## config.mk

```make
export PLATFORM = sky130hd
export DESIGN_NAME = alu_multicycle
export DESIGN_NICKNAME = d
export VERILOG_FILES = /design/src/rtl/alu_multicycle.sv
export SDC_FILE = /design/constraint.sdc
export NUM_CORES = 1
export LEC_CHECK = 0
export ABC_AREA = 1
export CAP_MARGIN = 20
export CORE_MARGIN = 2
export CORE_UTILIZATION = 65
export CTS_CLUSTER_DIAMETER = 100
export CTS_CLUSTER_SIZE = 16
export DETAILED_ROUTE_END_ITERATION = 10
export PLACE_DENSITY = 0.91
export SLEW_MARGIN = 20
export SYNTH_ARGS = -nofsm -noshare
export SYNTH_HDL_FRONTEND = slang
export SYNTH_SLANG_ARGS = --single-unit
```

## constraint.sdc

```tcl
create_clock -name clk_i -period 10.4 [get_ports clk_i]
set_input_delay 2.6 -clock clk_i [delete_from_list [all_inputs] [get_ports clk_i]]
set_output_delay 2.6 -clock clk_i [all_outputs]
set_load 0.01 [all_outputs]
```

## src/rtl/alu_multicycle.sv

```systemverilog
// Multi-cycle ALU: single-cycle AND/OR/ADD/SUB, iterative shift-add MUL.
// Optional macro MUL_EARLY_TERM_EN ends MUL once the remaining multiplier bits are all zero.
module alu_multicycle #(
    parameter int WIDTH = 32
) (
    input  logic             clk_i,
    input  logic             rst_i,
    input  logic             valid_i,
    input  logic [2:0]       ALUCtrl_i,
    input  logic [WIDTH-1:0] data1_i,
    input  logic [WIDTH-1:0] data2_i,
    output logic             ready_o,
    output logic             valid_o,
    output logic [WIDTH-1:0] data_o,
    output logic             zero_o
);

    localparam logic [2:0] OP_AND = 3'b000;
    localparam logic [2:0] OP_OR  = 3'b001;
    localparam logic [2:0] OP_ADD = 3'b010;
    localparam logic [2:0] OP_SUB = 3'b110;
    localparam logic [2:0] OP_MUL = 3'b011;

    localparam int CW = (WIDTH > 1) ? $clog2(WIDTH) : 1;
    localparam logic [CW-1:0] CNT_LAST = CW'(WIDTH - 1);

    typedef enum logic {
        ST_IDLE = 1'b0,
        ST_MUL  = 1'b1
    } state_t;

    state_t           state_q, state_d;
    logic [WIDTH-1:0] mcand_q, mcand_d;
    logic [WIDTH-1:0] mplier_q, mplier_d;
    logic [WIDTH-1:0] acc_q, acc_d;
    logic [CW-1:0]    cnt_q, cnt_d;
    logic [WIDTH-1:0] data_q, data_d;
    logic             zero_q, zero_d;
    logic             valid_q, valid_d;

    logic [WIDTH-1:0] alu_res;
    logic [WIDTH-1:0] acc_sum;
    logic [WIDTH-1:0] mplier_shr;
    logic             mul_done;

    always_comb begin
        alu_res = '0;
        unique case (ALUCtrl_i)
            OP_AND:  alu_res = data1_i & data2_i;
            OP_OR:   alu_res = data1_i | data2_i;
            OP_ADD:  alu_res = data1_i + data2_i;
            OP_SUB:  alu_res = data1_i - data2_i;
            default: alu_res = '0;
        endcase
    end

    // One shift-add step; the finalizing edge publishes acc_sum directly.
    always_comb begin
        acc_sum    = mplier_q[0] ? (acc_q + mcand_q) : acc_q;
        mplier_shr = mplier_q >> 1;
`ifdef MUL_EARLY_TERM_EN
        mul_done   = (cnt_q == CNT_LAST) || (mplier_shr == '0);
`else
        mul_done   = (cnt_q == CNT_LAST);
`endif
    end

    always_comb begin
        state_d  = state_q;
        mcand_d  = mcand_q;
        mplier_d = mplier_q;
        acc_d    = acc_q;
        cnt_d    = cnt_q;
        data_d   = data_q;
        zero_d   = zero_q;
        valid_d  = 1'b0;

        unique case (state_q)
            ST_IDLE: begin
                if (valid_i) begin
                    if (ALUCtrl_i == OP_MUL) begin
                        mcand_d  = data1_i;
                        mplier_d = data2_i;
                        acc_d    = '0;
                        cnt_d    = '0;
                        state_d  = ST_MUL;
                    end else begin
                        data_d  = alu_res;
                        zero_d  = (alu_res == '0);
                        valid_d = 1'b1;
                    end
                end
            end
            ST_MUL: begin
                acc_d    = acc_sum;
                mcand_d  = mcand_q << 1;
                mplier_d = mplier_shr;
                cnt_d    = cnt_q + CW'(1);
                if (mul_done) begin
                    data_d  = acc_sum;
                    zero_d  = (acc_sum == '0);
                    valid_d = 1'b1;
                    state_d = ST_IDLE;
                end
            end
            default: state_d = ST_IDLE;
        endcase
    end

    always_ff @(posedge clk_i or posedge rst_i) begin
        if (rst_i) begin
            state_q  <= ST_IDLE;
            mcand_q  <= '0;
            mplier_q <= '0;
            acc_q    <= '0;
            cnt_q    <= '0;
            data_q   <= '0;
            zero_q   <= 1'b1;
            valid_q  <= 1'b0;
        end else begin
            state_q  <= state_d;
            mcand_q  <= mcand_d;
            mplier_q <= mplier_d;
            acc_q    <= acc_d;
            cnt_q    <= cnt_d;
            data_q   <= data_d;
            zero_q   <= zero_d;
            valid_q  <= valid_d;
        end
    end

    assign ready_o = (state_q == ST_IDLE);
    assign valid_o = valid_q;
    assign data_o  = data_q;
    assign zero_o  = zero_q;

endmodule

```

==> results.cfg <==
[status]
status = completed

[sta]
fin_tns_setup_ns = 0
hold_viol = 0
drv_slew = 0
setup_violations = 0
rsz0062_at_grt = no
fin_crit_ns = 6.485
tightest_slew_ns = 0.9721
finalCritPeriodShare_pct = 62.36
max-slew-margin-rel_pct = 35.19
hold-worst-slack_ns = 0.4943
fmaxAchievable_ghz = 0.1542
skew_ns = 0.01100

[die]
ios = 105
fp.dieW_um = 144.7
initial_core_util_pct = 66.11
fp-row-count = 51
die_area_mm2 = 0.02094
die_height_um = 144.7
core_mm2 = 0.01946

[power_and_ir_drop]
clkPwrFrac_pct = 18.3
power.internal_mw = 1.732
finalPower_mw = 3.318
vdd_drop_max_uv = 138.3
power_leakage_nw = 7.920
net-switching-power_mw = 1.586
p_sw_share_pct = 47.80
seq_power_share_pct = 27.9
cellPowerDensity_mw_per_mm2 = 225.9
power_frac_comb_pct = 53.8

[clock_tree]
cts_sinks = 136
hold_buffers = 0
cts_tree = built
clkTransAtPathRegs_ns = 0.07
clockBufferDepth = 2
cts_resized = 0
numCtsBuffers = 17
cts-root-buf = clkbuf_16
clk_latency_ns = 0.43
postCtsSetupBuffers = 0
ctsHtreeMaxLevel = 4

[synth]
synth_edf_count = 0
ys_warn_count = 0
ys.flop_type = dfrtp_1
synth-seq-cells = 136
synth_area_leaders = dfrtp_1 (26%), nand2_1 (22%), inv_1 (9.7%)
post_synth_num_cell_types = 53
syn_avg_cell_area_um2 = 6.075
yosys.area.top_type = dfrtp_1
synth_top_area_share_pct = 26.26
yosysSeqAreaShare_pct = 26.46
async_flop_share_pct = 100.0
synthCells = 2118
syn_area_mm2 = 0.01287
synth_nets = 2257

[setup_path]
crit_required_ns = 10.77
end_kind = flip-flop
reg2reg_slack_ns = 6.61
crit_type = in -> reg
crit_fanout = 5
crit_arrival_ns = 6.86
critPathLaunchType = primary input

[placed_design]
hpwl_mm = 34.03
placed_area_mm2 = 0.01410
globalplace.congestion = 1.028
io_buffers = 104

[global_route]
grt_pass1_vias = 13570
overflow = 0
grt.total_usage_pct = 43.68
grt_pass1_wl_mm = 69.86
grt_max_degree = 78
antenna_found_initial = 0

[hold_path]
hp-class = reg -> reg

[routing]
wire_per_inst_um = 18.14
vias = 14770
drt_iter0_markers = 1657
first_pass_iters = 6
viasPerCell = 5.969
drc = 0
antenna_left = 0
routed_wirelength_mm = 44.89

[finish]
area_growth_pct = 14.15
mostFrequentLayoutCell = nand2_1
drive_gt1_share_pct = 6.199
num-nets-final = 2336
final_area_mm2 = 0.01469
final_cell_mix = nand2_1 (755), inv_1 (332), nor2_1 (176), nand3_1 (140), dfrtp_1 (134)
antenna_cells = 0

[job]
cap_viol_max_count = 0
-- synthesized netlist by cell type (4+ instances only) --
cell	n
nand3_1	140
a31oi_1	15
clkbuf_1	34
nor2_2	21
maj3_1	5
o22ai_1	5
ha_1	67
o21bai_1	6
a21oi_1	94
xnor2_1	6
a21oi_2	4
xor2_1	29
buf_1	5
nor3_1	15
buf_2	16
nand3b_1	10
nand3_2	6
or2_2	7
dfrtp_1	135
o21ai_1	6
clkinv_1	8
nand2_1	755
o221ai_1	22
nand2_2	32
nand4_1	27
a22oi_1	4
o21ai_0	63
nor2_1	177
inv_1	334
o211ai_1	31
inv_2	6
-- logic make-up after synthesis --
group	count (synthesis)	synth area share [%]
AOI/OAI and AO/OA	259	12.09
xor gates and xnor gates	35	2.383
adders and majority gates	74	7.216
buffers and inverters	405	12.06
DFF	136	26.46
muxes	1	0.08752
and+or+nand+nor	1208	39.71
-- flip-flops by register name, indices dropped and copies added (netlist names) --
name	flops
acc_q	32
zero_o	1
cnt_q	5
state_q	1
mplier_q	32
valid_o	1
data_o	32
mcand_q	32
-- area by class of cell --
class | instances | area [µm²]
clock inverters | 15 | 156.4
clock buffers | 17 | 425.4
repair buffers | 117 | 1139
multi-input cells | 1577 | 7918
fillers | 1587 | 4776
well taps | 265 | 331.6
flip-flops and latches | 136 | 3406
inverters | 348 | 1311
-- final timing paths --
path	start	endpoint	cells after the start
max in group asynchronous	rst_i	data_o[23]	3
setup reg to reg	mplier_q[0]	zero_o	11
hold reg to reg	data_o[0]	data_o[0]	2
min in group asynchronous	rst_i	mcand_q[0]	2
setup / recovery	data2_i[0]	zero_o	28
hold / removal	data_o[0]	data_o[0]	2
-- power groups by stage --
stage | logic [mW] | clock network, mW | registers (mW)
floorplan | 1.16 | 0 | 0.898
global placement | 1.64 | 0 | 0.909
detailed placement | 1.70 | 0 | 0.918
CTS | 1.74 | 0.606 | 0.915
global route | 1.97 | 0.630 | 0.940
finish | 1.78 | 0.606 | 0.927
-- critical path, stage by stage --
cell and delay, ns:
clkdlybuf4s50_1 0.46, inv_1 0.17, ha_1 0.18, inv_1 0.06, nor3_2 0.12, nand3_1 0.12
nor2_2 0.14, nand3_2 0.12, nor4_4 0.28, or2_2 0.18, xor2_1 0.06, ha_1 0.39
nand2_1 0.10, inv_1 0.09, nand2_2 0.07, nor3_1 0.33, nand2_1 0.13, nand2_2 0.13
nand2_1 0.07, nand2_1 0.06, o21bai_1 0.10, nor2_1 0.11, nand2_1 0.06, nor3_1 0.32
nand4_1 0.15, nand2_1 0.10, nand2_1 0.05, nand2_1 0.09
-- metrics by stage --
| stage | instances | setup slack [ns] | utilization, % |
|---|---|---|---|
| global route | 2475 | 3.601 | 75.46 |
| global placement | 2443 | 3.627 | 72.47 |
| CTS | 2475 | 4.021 | 75.46 |
| floorplan | 2118 | 4.162 | - |
| detailed placement | 2443 | 3.607 | 72.47 |
| finish | 2475 | 3.915 | 75.46 |
-- layer usage --
| layer | vias to the layer above | global-route usage (%) | share of wire, % |
|---|---|---|---|
| met5 | - | 0 | 0 |
| met2 | 988 | 69.27 | 45 |
| li1 | 6865 | - | - |
| met4 | 0 | 21.97 | 5.2 |
| met1 | 6725 | 56.71 | 39 |
| met3 | 195 | 9.312 | 11 |
No activity file was read; power rests on OpenSTA's default activity.
